**config.mk**
```make
export PLATFORM = sky130hd
export DESIGN_NAME = score_keeper
export DESIGN_NICKNAME = d
export VERILOG_FILES = /design/src/rtl/flappy_pkg.sv /design/src/rtl/seg7.sv /design/src/rtl/score_keeper.sv
export SDC_FILE = /design/constraint.sdc
export NUM_CORES = 1
export LEC_CHECK = 0
export ABC_CLOCK_PERIOD_IN_PS = 6420
export CORE_UTILIZATION = 62
export DETAILED_ROUTE_END_ITERATION = 10
export PLACE_DENSITY_LB_ADDON = 0.12
export REMOVE_ABC_BUFFERS = 1
export SLEW_MARGIN = 15
export SYNTH_ARGS = -nofsm -noshare
export SYNTH_HDL_FRONTEND = slang
export SYNTH_SLANG_ARGS = --single-unit
```
**constraint.sdc**
```tcl
create_clock -name clk -period 6.42 [get_ports clk]
set_clock_uncertainty 0.2 [all_clocks]
set_input_delay 1.284 -clock clk [delete_from_list [all_inputs] [get_ports clk]]
set_output_delay 1.284 -clock clk [all_outputs]
set_load 0.01 [all_outputs]
```
**src/rtl/flappy_pkg.sv**
```systemverilog
// flappy_pkg: shared game states, display constants and 3-digit BCD helpers
package flappy_pkg;

    typedef enum logic [1:0] {IDLE, PLAY, OVER} state_t;

    typedef logic [11:0] bcd3_t;

    localparam logic [6:0] SEG_BLANK = 7'b1111111;
    localparam logic [6:0] SEG_ZERO  = 7'b1000000;

    // Adds one in BCD with digit carries; 999 is sticky.
    function automatic bcd3_t bcd_inc(input bcd3_t v);
        if (v[3:0] != 4'd9)  return {v[11:4], v[3:0] + 4'd1};
        if (v[7:4] != 4'd9)  return {v[11:8], v[7:4] + 4'd1, 4'd0};
        if (v[11:8] != 4'd9) return {v[11:8] + 4'd1, 8'd0};
        return v;
    endfunction

endpackage

```
**src/rtl/seg7.sv**
```systemverilog
// seg7: one BCD digit to an active-low seven-segment pattern (gfedcba)
module seg7
    import flappy_pkg::*;
(
    input  logic [3:0] bcd,
    output logic [6:0] seg
);

    // Non-decimal codes are shown blank.
    always_comb begin
        case (bcd)
            4'd0:    seg = SEG_ZERO;
            4'd1:    seg = 7'h79;
            4'd2:    seg = 7'h24;
            4'd3:    seg = 7'h30;
            4'd4:    seg = 7'h19;
            4'd5:    seg = 7'h12;
            4'd6:    seg = 7'h02;
            4'd7:    seg = 7'h78;
            4'd8:    seg = 7'h00;
            4'd9:    seg = 7'h10;
            default: seg = SEG_BLANK;
        endcase
    end

endmodule

```
**src/rtl/score_keeper.sv**
```systemverilog
// score_keeper: game score / high score tracking with blinking game-over display
module score_keeper
    import flappy_pkg::*;
#(
    parameter int BLINK_CYCLES = 382
) (
    input  logic       clk,
    input  logic       reset,
    input  logic       active,
    input  logic       gameOver,
    input  logic       extraPoint,
    input  logic       press,
    output logic [6:0] HEX0,
    output logic [6:0] HEX1,
    output logic [6:0] HEX2,
    output logic       newRecord
);

    localparam int CW = BLINK_CYCLES > 1 ? $clog2(BLINK_CYCLES) : 1;

    state_t          state;
    bcd3_t           score;
    bcd3_t           hi_score;
    bcd3_t           disp;
    logic            ep_q;
    logic            pr_q;
    logic            show_hi;
    logic [CW-1:0]   phase;
    logic            ep_rise;
    logic            pr_rise;
    logic [6:0]      seg0;
    logic [6:0]      seg1;
    logic [6:0]      seg2;

    assign ep_rise = extraPoint & ~ep_q;
    assign pr_rise = press & ~pr_q;

    // Game FSM, score/high-score registers, edge detectors and blink phase.
    always_ff @(posedge clk or posedge reset) begin
        if (reset) begin
            state     <= IDLE;
            score     <= '0;
            hi_score  <= '0;
            newRecord <= 1'b0;
            ep_q      <= 1'b0;
            pr_q      <= 1'b0;
            show_hi   <= 1'b0;
            phase     <= '0;
        end else begin
            ep_q <= extraPoint;
            pr_q <= press;
            case (state)
                IDLE: if (active && !gameOver) begin
                    state <= PLAY;
                    score <= '0;
                end
                PLAY: if (gameOver) begin
                    state     <= OVER;
                    phase     <= '0;
                    show_hi   <= 1'b0;
                    newRecord <= score > hi_score;
                    if (score > hi_score) hi_score <= score;
                end else if (ep_rise) begin
                    score <= bcd_inc(score);
                end
                OVER: if (pr_rise) begin
                    state     <= IDLE;
                    newRecord <= 1'b0;
                end else if (phase == CW'(BLINK_CYCLES - 1)) begin
                    phase   <= '0;
                    show_hi <= ~show_hi;
                end else begin
                    phase <= phase + 1'b1;
                end
                default: state <= IDLE;
            endcase
        end
    end

    // Pick the value on the display; BCD compares correctly as plain binary.
    always_comb disp = (state == IDLE || (state == OVER && show_hi)) ? hi_score : score;

    seg7 u_seg0 (.bcd(disp[3:0]),  .seg(seg0));
    seg7 u_seg1 (.bcd(disp[7:4]),  .seg(seg1));
    seg7 u_seg2 (.bcd(disp[11:8]), .seg(seg2));

    // Leading-zero blanking on the upper two digits.
    always_comb begin
        HEX0 = seg0;
        HEX1 = (disp[11:4] == 8'd0) ? SEG_BLANK : seg1;
        HEX2 = (disp[11:8] == 4'd0) ? SEG_BLANK : seg2;
    end

endmodule

```
---- Yosys cells after proc, flatten, opt, wreduce, memory -nomap -nowiden ----
Memories as Yosys holds them, arrays and structs flattened.
Index checks and enable logic that the tools add are counted.
word-level totals
  register bits after elaboration ......... 39
  ROM bits ................................ 336
  bits of input ports ..................... 6
  memories ................................ 3
memories
  name             words  bits a word  rd ports  clocked after memory_dff  write ports  RTL line    RTL
  (no name shown)  16     7            1         0                         0            seg7.sv:11  case (bcd)
  (no name shown)  16     7            1         0                         0            seg7.sv:11
  (no name shown)  16     7            1         0                         0            seg7.sv:11
operators by class
  $add $sub $neg .......................... 4
  magnitude comparators ................... 1
  equal/unequal tests ..................... 14
  muxes and demuxes ....................... 43
  bitwise operators ....................... 5
  reduce and logical (&&, ||, !) cells .... 15
operator list
  operator             number
  $mux 12              10
  $mux 9               3
  $pmux 12 s2          1
  $mux 1               20
  $pmux 9 s2           1
  $ne 4x4->1 const B   4
  $mux 7               2
  $ne 2x2->1 const B   7
  $add 4x1->4 const B  3
  $gt 12x12->1         1
  $reduce_and 3->1     4
  $add 9x1->9 const B  1
  $eq 9x9->1 const B   1
  $logic_not 8->1      1
  $mux 2               3
  $pmux 2 s3           1
  $reduce_and 5->1     1
  $logic_not 4->1      1
  $pmux 1 s2           2
  $reduce_and 4->1     1
  $reduce_bool 2->1    2
  $not 1->1            3
  $and 1x1->1          2
  $eq 2x1->1 const B   1
  other kinds (5)      6

---- Logic depth before layout (Yosys ltp) ----
Gate-level depths: netlist of the first run.
  depth in word-level cells ............... 20
  gate-level depth with buffers ........... 10
  gate-level depth less buffers ........... 9

---- Cells and area by module ----
Synthesis of the first run repeated with hierarchy kept, for this count alone.
unflattened totals
  cells, all modules ...................... 380
  area total of the unflattened synthesis .. 3183.1 um^2
modules (own cells, without submodules)
  module        times used  cells each  area each (um^2)  sequential area each (um^2)
  score_keeper  1           281         2552.4            975.9
  seg7          3           33          210.2             0.0

---- Worst setup path after synthesis of the first run ----
OpenSTA, ideal clock, no wires.
  kind .................................... register -> output
  start point ............................. register state[0]
  end point ............................... output HEX1[0]
  data arrival time ....................... 2.253 ns
  data required time ...................... 4.936 ns
  path slack .............................. 2.683 ns
  cell stages (with the launch flop) ...... 10
  buffers on the path ..................... 2
  cell sequence ........................... dfrtp_1 buf_2 clkbuf_1 o21ai_0 a21boi_0 inv_1 ha_1 or3_1 a21oi_1 o21ai_0
on the way
  longest elaborated chain between the ends .. 6
RTL lines
  item                                                    RTL line            RTL
  from (decl)                                             score_keeper.sv:21  state_t state;
  from (signal assigned)                                  score_keeper.sv:41  state <= IDLE;
  from (signal assigned)                                  score_keeper.sv:54  state <= PLAY;
  from (signal assigned)                                  score_keeper.sv:58  state <= OVER;
  $eq 2x2->1                                              score_keeper.sv:81  always_comb disp = (state == IDLE || (state == OVER && show_hi)) ? hi_score : score;
  $logic_and 1x1->1                                       score_keeper.sv:81
  $logic_or 1x1->1 *                                      score_keeper.sv:81
  $mux 12 *                                               score_keeper.sv:81
  $mem_v2 16x7 / $logic_not 8->1 (equally long branches)  --
  $mux 7 *                                                score_keeper.sv:90  HEX1 = (disp[11:4] == 8'd0) ? SEG_BLANK : seg1;
  to (decl)                                               score_keeper.sv:14  output logic [6:0] HEX1,
Mark *: on every way between the ends. The rest lies on a longest branch, timed or not.

---- Worst setup path in the final report of the first run ----
  start point ............................. register state[1]
  end point ............................... output HEX1[0]
The elaborated chain is that of the path after synthesis.

==> results of run 1 <==
[per-layer routing]
metal  up-vias  share of wire [%]  wire, um  GRT usage (%)
li1       1237                  -         -              -
met3         7                2.4       147          3.419
met4         0                1.1        68          7.333
met5         -                  0         0              0
met1      1166                 46      2824          33.95
met2        45                 50      3035          46.79
[area by class of cell]
class / instances / share of cell area (%)
clock buffers: 6 / 2.171
inverters: 30 / 3.368
repair buffers: 29 / 8.533
multi-input cells: 256 / 54.79
flip-flops and latches: 39 / 29.19
well taps: 52 / 1.946
[cell usage after synthesis, types with 3 or more instances]
cell type	number
dfrtp_1	39
ha_1	35
inv_1	30
nor2_1	27
o21ai_0	24
a21oi_1	21
nand2_1	20
nand3_1	13
mux2i_1	12
nor3_1	11
mux2_2	8
nand4_1	8
xor2_1	6
nand2b_1	5
xnor2_1	5
a22oi_1	4
a31oi_1	4
and3_1	4
buf_2	4
nand3b_1	4
a2bb2oi_1	3
clkbuf_1	3
mux2_4	3
nor2b_1	3
[critical path: cells and delay by family, from the launching register on]
kind                     cells  cell delay (ns)
adder cells (fa/ha/maj)      1             0.23
AO/OA/AOI/OAI                3             0.80
flip-flops                   1             0.43
buffers and inverters        2             0.65
AND/OR/NAND/NOR              3             1.10
[power breakdown]
group | switching [uW] | internal, uW
clock network | 80.1 | 72.4
registers | 26.0 | 262
logic | 202 | 189
total | 308 | 524
[registers in the layout, indices dropped and copies added, names as in the netlist]
name and flops:
ep_q 1, hi_score 12, newRecord 1, phase 9, pr_q 1, score 12, show_hi 1, state 2
[final timing paths]
| kind | end | depth (start not counted) |
|---|---|---|
| worst min-delay path | hi_score[8]$_DFFE_PP0P_ | 1 |
| min in group asynchronous | hi_score[3]$_DFFE_PP0P_ | 3 |
| worst max register to register | hi_score[3]$_DFFE_PP0P_ | 6 |
| worst min register to register | hi_score[8]$_DFFE_PP0P_ | 1 |
| worst max-delay path | HEX1[0] | 9 |
| max in group asynchronous | score[1]$_DFFE_PP0P_ | 3 |
[logic make-up after synthesis]
| logic type | Yosys count | share of synthesized area (%) |
|---|---|---|
| XOR/XNOR | 11 | 3.252 |
| buffers and inverters | 38 | 5.237 |
| AND/OR/NAND/NOR | 105 | 17.86 |
| multiplexers | 23 | 8.615 |
| adder cells (fa/ha/maj) | 35 | 14.78 |
| AO/OA/AOI/OAI | 82 | 17.31 |
| flip-flops | 39 | 32.94 |
[stage by stage]
stage	hold WS, ns	power [uW]	area [um2]
final	0.3105	832.1	3343
after global routing	0.3375	893.4	3343
after CTS	0.3187	835.9	3343
after detailed placement	0.3025	681.4	3271
after global placement	0.2940	672.3	3271
after floorplan	0.2807	521.3	2920
==> impl_metrics.csv, run 1 <==
group,metric,value,unit
place,dpl.hpwl,4644,um
timing,rsz0062_at_grt,"false",
layout,fin_cells,412,
layout,area_growth,12.84,%
run_status,violations,"DRC",
cts,cts-resized-gates,0,
floorplan,die_w,71.13,um
critical_path,critPathLaunch,"state[1]$_DFFE_PP0P_",
timing,hold_violations,0,
logic_synthesis,syn_area_per_cell,8.897,um2
place,placed_cells,406,
timing,fin_crit,4.982,ns
critical_path,max_stage_delay,0.52,ns
logic_synthesis,yosys.area.top_type,"dfrtp_1",
power_and_ir_drop,leakage,0.001561,uW
floorplan,core,4474,um2
place,io_buffers,27,
min_path,hp-class,"register to register",
cts,tritoncts,"built",
power_and_ir_drop,power.density,248.9,nW/um2
layout,seqCellArea,975.9,um2
floorplan,pin_count,28,
global_routing,grt_pass1_wl,10580,um
layout,post-route-util,74.72,%
timing,fin_crit_sh,77.61,%
layout,multi_input_area,1832,um2
critical_path,r2r-start,"score[3]$_DFFE_PP0P_",
timing,max_freq,200.7,MHz
global_routing,grt_pass1_vias,2308,
logic_synthesis,synthTopCellsByArea,"dfrtp_1 33%, ha_1 15%, mux2i_1 4.1%, o21ai_0 4.1%, inv_1 3.8%",
critical_path,required,4.94,ns
timing,setup_ws,1.438,ns
critical_path,crit_fanout,10,
routing,drtIter0Drc,112,
layout,fill_cells,363,
routing,num_vias,2455,
timing,finalSetupViolCount,0,
critical_path,crit_type,"register to output pin",
timing,slew_headroom,42.03,%
logic_synthesis,yosys.cell_types.count,51,
layout,final_cell_mix,"39 x dfrtp_1, 35 x ha_1, 30 x inv_1",
routing,wl_per_cell,14.75,um
floorplan,rows,24,
floorplan,dieArea,5059,um2
critical_path,end_kind,"output pin",
critical_path,start_kind,"register",
logic_synthesis,synth_top_area_share,32.94,%
run_status,status,"finished with violations",
logic_synthesis,ys_warn_count,0,
routing,first_pass_iters,8,
logic_synthesis,synth_edf_count,0,
global_routing,antenna_found_initial,0,
logic_synthesis,synth_async_sr_flop_share,100.0,%
cts,clk_latency,0.29,ns
cts,cts.sinks,39,
power_and_ir_drop,ir_drop,0.0001539,V
critical_path,rrSetupSlack,3.67,ns
logic_synthesis,yosysSeqAreaShare,32.94,%
job,drv_cap,0,
logic_synthesis,synth_seq_cells,39,
critical_path,crit_arrival,3.50,ns
critical_path,crit_chain,"nor2b_1 -> nor2_1 -> a21boi_0 -> inv_1 -> ha_1 -> or3_1 -> a21oi_1 -> o21ai_0 -> clkdlybuf4s50_1",
logic_synthesis,synth_area,2963,um2
logic_synthesis,netlist_instances,333,
place,dp_slack,1.799,ns
cts,clk_pin_slew,0.07,ns
timing,setup_tns,0,ns
routing,finalWirelength,6075,um
global_routing,overflow,0,
layout,drive_gt1_share,6.667,%
cts,numCtsBuffers,5,
cts,clockBufferDepth,2,
routing,vias_per_cell,5.959,
floorplan,initial_core_util,66.22,%
cts,hold_buffers,0,
routing,antenna_left,0,
cts,h-tree-depth,2,
layout,nNetsFinal,402,
layout,layout_commonest_cell,"dfrtp_1",
logic_synthesis,ys.flop_type,"dfrtp_1",
timing,slew_viol_final,0,
place,place_congestion,0.8463,
cts,clockRootBuffer,"clkbuf_8",
critical_path,crit_slowest_cell,"nor2b_1",
global_routing,grt_max_degree,40,
layout,antenna_cells,0,
global_routing,grt_usage,26.38,%
timing,tightest_slew,0.8454,ns
floorplan,fp.dieH,71.13,um
min_path,min-delay-start,"hi_score[8]$_DFFE_PP0P_",
cts,post-cts-setup-buffers,0,
routing,route.detailed.drc,5,
No activity file was read; power rests on OpenSTA's default activity.
==> run 2, diff against run 1 <==
- ABC_CLOCK_PERIOD_IN_PS: 6420 -> 4700
- CORE_UTILIZATION: 62 -> 58
- clock period: 6.42 -> 4.7 ns (I/O delays scaled with it)
==> impl_metrics.csv, run 2 (same netlist as run 1, synthesis figures left out) <==
group,metric,value,unit
cts,clk_pin_slew,0.08,ns
timing,fin_crit_sh,93.67,%
critical_path,crit_arrival,3.26,ns
power_and_ir_drop,clkPwrFrac,26.6,%
routing,wl_per_cell,14.52,um
global_routing,grt_use_met2,45.16,%
power_and_ir_drop,p_sw_share,34.41,%
layout,multi_input_area,1834,um2
power_and_ir_drop,power,1265,uW
power_and_ir_drop,leakage,0.001606,uW
global_routing,antenna_found_initial,0,
floorplan,initial_core_util,61.51,%
cts,cts.sinks,39,
layout,area_growth,16.72,%
min_path,min-delay-start,"hi_score[8]$_DFFE_PP0P_",
floorplan,fp.dieH,73.47,um
critical_path,r2r-start,"score[3]$_DFFE_PP0P_",
layout,antenna_cells,0,
routing,route.detailed.drc,0,
critical_path,rrSetupSlack,1.94,ns
critical_path,crit_type,"register to output pin",
run_status,status,"completed",
global_routing,grt_max_degree,40,
floorplan,dieArea,5398,um2
cts,tritoncts,"built",
min_path,hold_end,"hi_score[8]$_DFFE_PP0P_",
critical_path,r2r_end,"hi_score[2]$_DFFE_PP0P_",
global_routing,grt_usage,25.61,%
timing,slew_viol_final,0,
place,dpl.hpwl,4639,um
routing,num_vias,2513,
layout,fill_cells,389,
routing,first_pass_iters,4,
power_and_ir_drop,power.density,365.9,nW/um2
timing,fin_crit,4.403,ns
timing,finalSetupViolCount,0,
timing,max_freq,227.1,MHz
min_path,hold_depth,1,
global_routing,grt_busiest_layer,"met2",
routing,antenna_left,0,
layout,reg_top3,"hi_score x12, score x12, phase x9",
min_path,hp-class,"register to register",
floorplan,pin_count,28,
cts,hold_buffers,0,
timing,slew_headroom,59.45,%
cts,h-tree-depth,2,
global_routing,overflow,0,
critical_path,crit_fanout,10,
layout,seqCellArea,975.9,um2
place,place_congestion,0.8151,
timing,hold_violations,0,
layout,final_cell_mix,"39 x dfrtp_1, 35 x ha_1, 30 x inv_1",
critical_path,end_kind,"output pin",
floorplan,core,4817,um2
routing,vias_per_cell,5.804,
cts,numCtsBuffers,5,
power_and_ir_drop,ir_drop,0.0002881,V
timing,tightest_slew,0.6018,ns
layout,layout_commonest_cell,"dfrtp_1",
cts,clk_latency,0.30,ns
floorplan,rows,25,
layout,drive_gt1_share,8.743,%
job,drv_cap,0,
critical_path,reg2reg_depth,6,
power_and_ir_drop,power.internal,829.8,uW
global_routing,met3_usage,3.155,%
timing,setup_tns,0,ns
place,io_buffers,27,
routing,drtIter0Drc,99,
floorplan,die_w,73.47,um
cts,clockBufferDepth,2,
critical_path,start_kind,"register",
power_and_ir_drop,p_switching,435.4,uW
power_and_ir_drop,pwr-share-seq,31.0,%
power_and_ir_drop,pwr-share-comb,42.4,%
cts,clockRootBuffer,"clkbuf_8",
global_routing,grt_pass1_vias,2448,
layout,nNetsFinal,406,
critical_path,required,3.56,ns
global_routing,met1_usage,32.17,%
global_routing,grt_pass1_wl,10820,um
routing,finalWirelength,6285,um
timing,rsz0062_at_grt,"false",
## run 2: worst max path at each step
stage	from	to	depth (start not counted)
finish	state[1]$_DFFE_PP0P_	HEX1[3]	9
detailed placement	state[1]$_DFFE_PP0P_	HEX1[3]	9
global route	state[1]$_DFFE_PP0P_	HEX1[3]	9
CTS	state[1]$_DFFE_PP0P_	HEX1[3]	9
floorplan	state[1]$_DFFE_PP0P_	HEX1[0]	8
global placement	state[1]$_DFFE_PP0P_	HEX1[3]	9
## run 2: power groups by stage
stage,clock network (uW),registers [uW],logic (uW)
2_1_floorplan,0,390,323
3_3_place_gp,0,396,526
3_5_place_dp,0,397,533
4_1_cts,344,390,536
5_1_grt,349,395,604
6_report,336,392,537
## run 2: layout make-up
class                      count  area share [%]
multi-input combinational    256           53.04
sequential                    39           28.22
timing repair buffer          33           9.117
inverter                      30           3.256
tap                           67           2.424
clock buffer                   5           1.990
clock inverter                 3           1.954
## run 2: routing by layer
layer | wire length (um) | part of all wire (%)
met1 | 2905 | 46
met4 | 109 | 1.7
met3 | 211 | 3.4
met5 | 0 | 0
met2 | 3059 | 49
## run 2: through the flow
step	cell area [um2]	util, %	worst slack, ns	instances	hold WS, ns
6_report	3458	71.79	0.2974	433	0.3263
5_1_grt	3458	71.79	0.05647	433	0.3468
4_1_cts	3456	71.74	0.1441	433	0.3216
3_5_place_dp	3319	68.91	0.4638	425	0.3019
3_3_place_gp	3319	68.91	0.5852	425	0.2974
2_1_floorplan	2920	-	1.284	325	0.2807
## run 2: worst max-delay path: stages (launching register included)
cell             delay (ns)
dfrtp_1                0.45
nor2b_2                0.40
nor2_1                 0.18
a21boi_0               0.46
inv_1                  0.14
ha_1                   0.22
or3_1                  0.36
a21oi_1                0.17
o21ai_0                0.11
clkdlybuf4s50_1        0.49
## run 2: timing repair
| action | in CTS | in global routing |
|---|---|---|
| gates resized for setup | 0 | 2 |
| endpoints found under the setup margin | 0 | 9 |
| buffers inserted | 0 | 0 |
==> variant: new RTL, flow settings as in run 1 <==
Re-encode `state_t` (3 states) as one-hot, 3 bits wide.
--- a/src/rtl/flappy_pkg.sv
+++ b/src/rtl/flappy_pkg.sv
@@ -2,5 +2,5 @@
 package flappy_pkg;
 
-    typedef enum logic [1:0] {IDLE, PLAY, OVER} state_t;
+    typedef enum logic [2:0] {IDLE = 3'b001, PLAY = 3'b010, OVER = 3'b100} state_t;
 
     typedef logic [11:0] bcd3_t;
Formal check against the unedited RTL: no difference found for any inputs over 10 cycles, from zero or initial values and one cycle with reset high; not proved beyond that.
==> variant against run 1 <==
Die area increased by 11%; power fell by 12%; clock power is 35% higher; setup slack got worse by 0.37 ns; design area is 9.6% higher; wire length up 10%; sequential cell count is 1 higher; area after synthesis grew 11%; non-clock buffer count unchanged; largest cell class unchanged; highest routed layer unchanged.
==> variant: results (changes against run 1) <==
| Metric | Value |
|---|---|
| Via count of the first global-routing pass | `2475 (+7.2%)` |
| IO buf count | `27 (unchanged)` |
| Number of cells upsized or downsized after cts | `0 (unchanged)` |
| Slew margin rel. | `41.51% (-0.52 points)` |
| Routed vias/inst | `6.027 (+1.1%)` |
| DP Wirelength | `4929 um (+6.1%)` |
| GP Congestion | `0.8440 (-0.27%)` |
| Synth Warn # | `0 (unchanged)` |
| Root cell of the clock tree | `sky130_fd_sc_hd__clkbuf_8` |
| Largest voltage drop on the vdd net | `0.0001436 V (-6.7%)` |
| Most instantiated cells after synthesis | `sky130_fd_sc_hd__dfrtp_1 (39), sky130_fd_sc_hd__ha_1 (35), sky130_fd_sc_hd__a21oi_1 (29), sky130_fd_sc_hd__inv_1 (28), sky130_fd_sc_hd__nor2_1 (20)` |
| Clock insertion delay at the later pin of the skew report | `0.30 ns` |
| Post-placement cell area | `3557 um2 (+8.8%)` |
| 1st-iter DRT viols | `133 (+19%)` |
| Path type of the worst min-delay path | `reg -> reg` |
| Synth area leaders | `sky130_fd_sc_hd__dfrtp_1 (30%), sky130_fd_sc_hd__ha_1 (13%), sky130_fd_sc_hd__a21oi_1 (4.4%), sky130_fd_sc_hd__mux2i_1 (3.7%), sky130_fd_sc_hd__inv_1 (3.2%)` |
| Biggest registers after layout | `hi_score x12, score x12, phase x9` |
| Run status | `complete, no violations` |
| Detailed-route wire length | `6693 um (+10%)` |
| Leakage component of the power | `1.664 nW (+6.6%)` |
| Maximum clock path buffer count | `2 (unchanged)` |
| Register clock-pin slew on the reported worst setup and hold paths | `0.08 ns` |
| Crit-path max FO | `20 (+10)` |
| Antenna violations before repair | `0 (unchanged)` |
| Number of nets at the end of the flow | `420 (+4.5%)` |
| Inserted Clock Buffers | `5 (unchanged)` |
| Fraction of synthesis flops using an asynchronous set or reset pin | `100.0% (unchanged)` |
| Critical path arrival | `3.86 ns (+0.36 ns)` |
| DR pass1 iterations | `4 (-4)` |
| Count leader, synth | `sky130_fd_sc_hd__dfrtp_1` |
| Maximum number of pins on one net before global-route repair | `41 (+2.5%)` |
| Number of post-CTS setup repair buffers | `0 (unchanged)` |
| Global-route wire length before repair | `11180 um (+5.6%)` |
| Fraction of the yosys area taken by sequential cells | `30.50% (-2.4 points)` |
| TNS Setup | `0 ns (unchanged)` |
| Deepest level of the CTS H-tree | `2 (unchanged)` |
| Layout cell share with drive strength beyond 1 | `9.474% (+2.8 points)` |
| GR Util All Layers | `25.83% (-0.55 points)` |
| Antenna diode instance count | `0 (unchanged)` |
| Unique cell type count in the Yosys netlist | `67 (+31%)` |
==> variant: per-stage QoR <==
| step | hold WS, ns | cells | power (W) | worst slack [ns] |
|---|---|---|---|---|
| floorplan | 0.2495 | 343 | 0.0004370 | 2.355 |
| global placement | 0.2720 | 442 | 0.0005280 | 1.551 |
| detailed placement | 0.2748 | 442 | 0.0005359 | 1.405 |
| CTS | 0.2858 | 450 | 0.0007424 | 1.071 |
| global route | 0.3220 | 450 | 0.0007813 | 0.7116 |
| finish | 0.2841 | 450 | 0.0007356 | 1.072 |
==> variant: final cells by class <==
class / instances / area (um2)
Timing Repair Buffer: 29 / 285.3
Inverter: 29 / 108.9
Sequential cell: 40 / 1002
Tap cell: 70 / 87.58
Multi-Input combinational cell: 274 / 2073
Clock buffer: 6 / 72.57
Clock inverter: 2 / 35.03
Fill cell: 421 / 1443
==> variant: logic make-up (layout without fill, tap and decap cells) <==
group | Yosys count | after routing | share of synthesized area, %
AND/OR/NAND/NOR | 111 | 111 | 20.41
AO/OA/AOI/OAI | 98 | 98 | 20.03
buffers and inverters | 42 | 66 | 6.397
flip-flops | 40 | 40 | 30.50
adder cells (fa/ha/maj) | 35 | 35 | 13.33
multiplexers | 22 | 22 | 7.197
XOR/XNOR | 8 | 8 | 2.133
==> variant: routing by layer <==
layer	vias up	global-route usage, %	share of wire (%)
met5	-	0	0
met3	15	3.748	2.2
li1	1347	-	-
met4	0	8.386	1.8
met2	49	42.84	48
met1	1301	34.97	48
==> variant: power by group <==
group	total [W]	internal, W	leakage [nW]	switching [W]
registers	0.000277	0.000261	0.526	0.0000154
clock network	0.000205	0.000115	0.0552	0.0000892
logic	0.000254	0.000122	1.08	0.000133
total	0.000736	0.000498	1.66	0.000237
==> variant: critical path, stage by stage (launching register included) <==
cell and delay, ns:
sky130_fd_sc_hd__dfstp_2 0.74, sky130_fd_sc_hd__and4bb_1 0.32, sky130_fd_sc_hd__nor2_2 0.47, sky130_fd_sc_hd__o21ai_0 0.31, sky130_fd_sc_hd__inv_1 0.17, sky130_fd_sc_hd__ha_1 0.28
sky130_fd_sc_hd__nand2_1 0.12, sky130_fd_sc_hd__nor4b_4 0.42, sky130_fd_sc_hd__o21bai_1 0.18, sky130_fd_sc_hd__clkdlybuf4s50_1 0.55
==> variant: worst paths after layout <==
kind                            from          end  slack, ns  cells past startpoint
hold / removal              phase[8]     phase[8]       0.28                      1
min in group asynchronous      reset    newRecord       1.21                      3
setup reg to reg           score[10]  hi_score[4]       3.44                      7
setup / recovery            state[0]      HEX1[2]       1.07                      9
hold reg to reg             phase[8]     phase[8]       0.28                      1
max in group asynchronous      reset    score[11]       4.45                      3
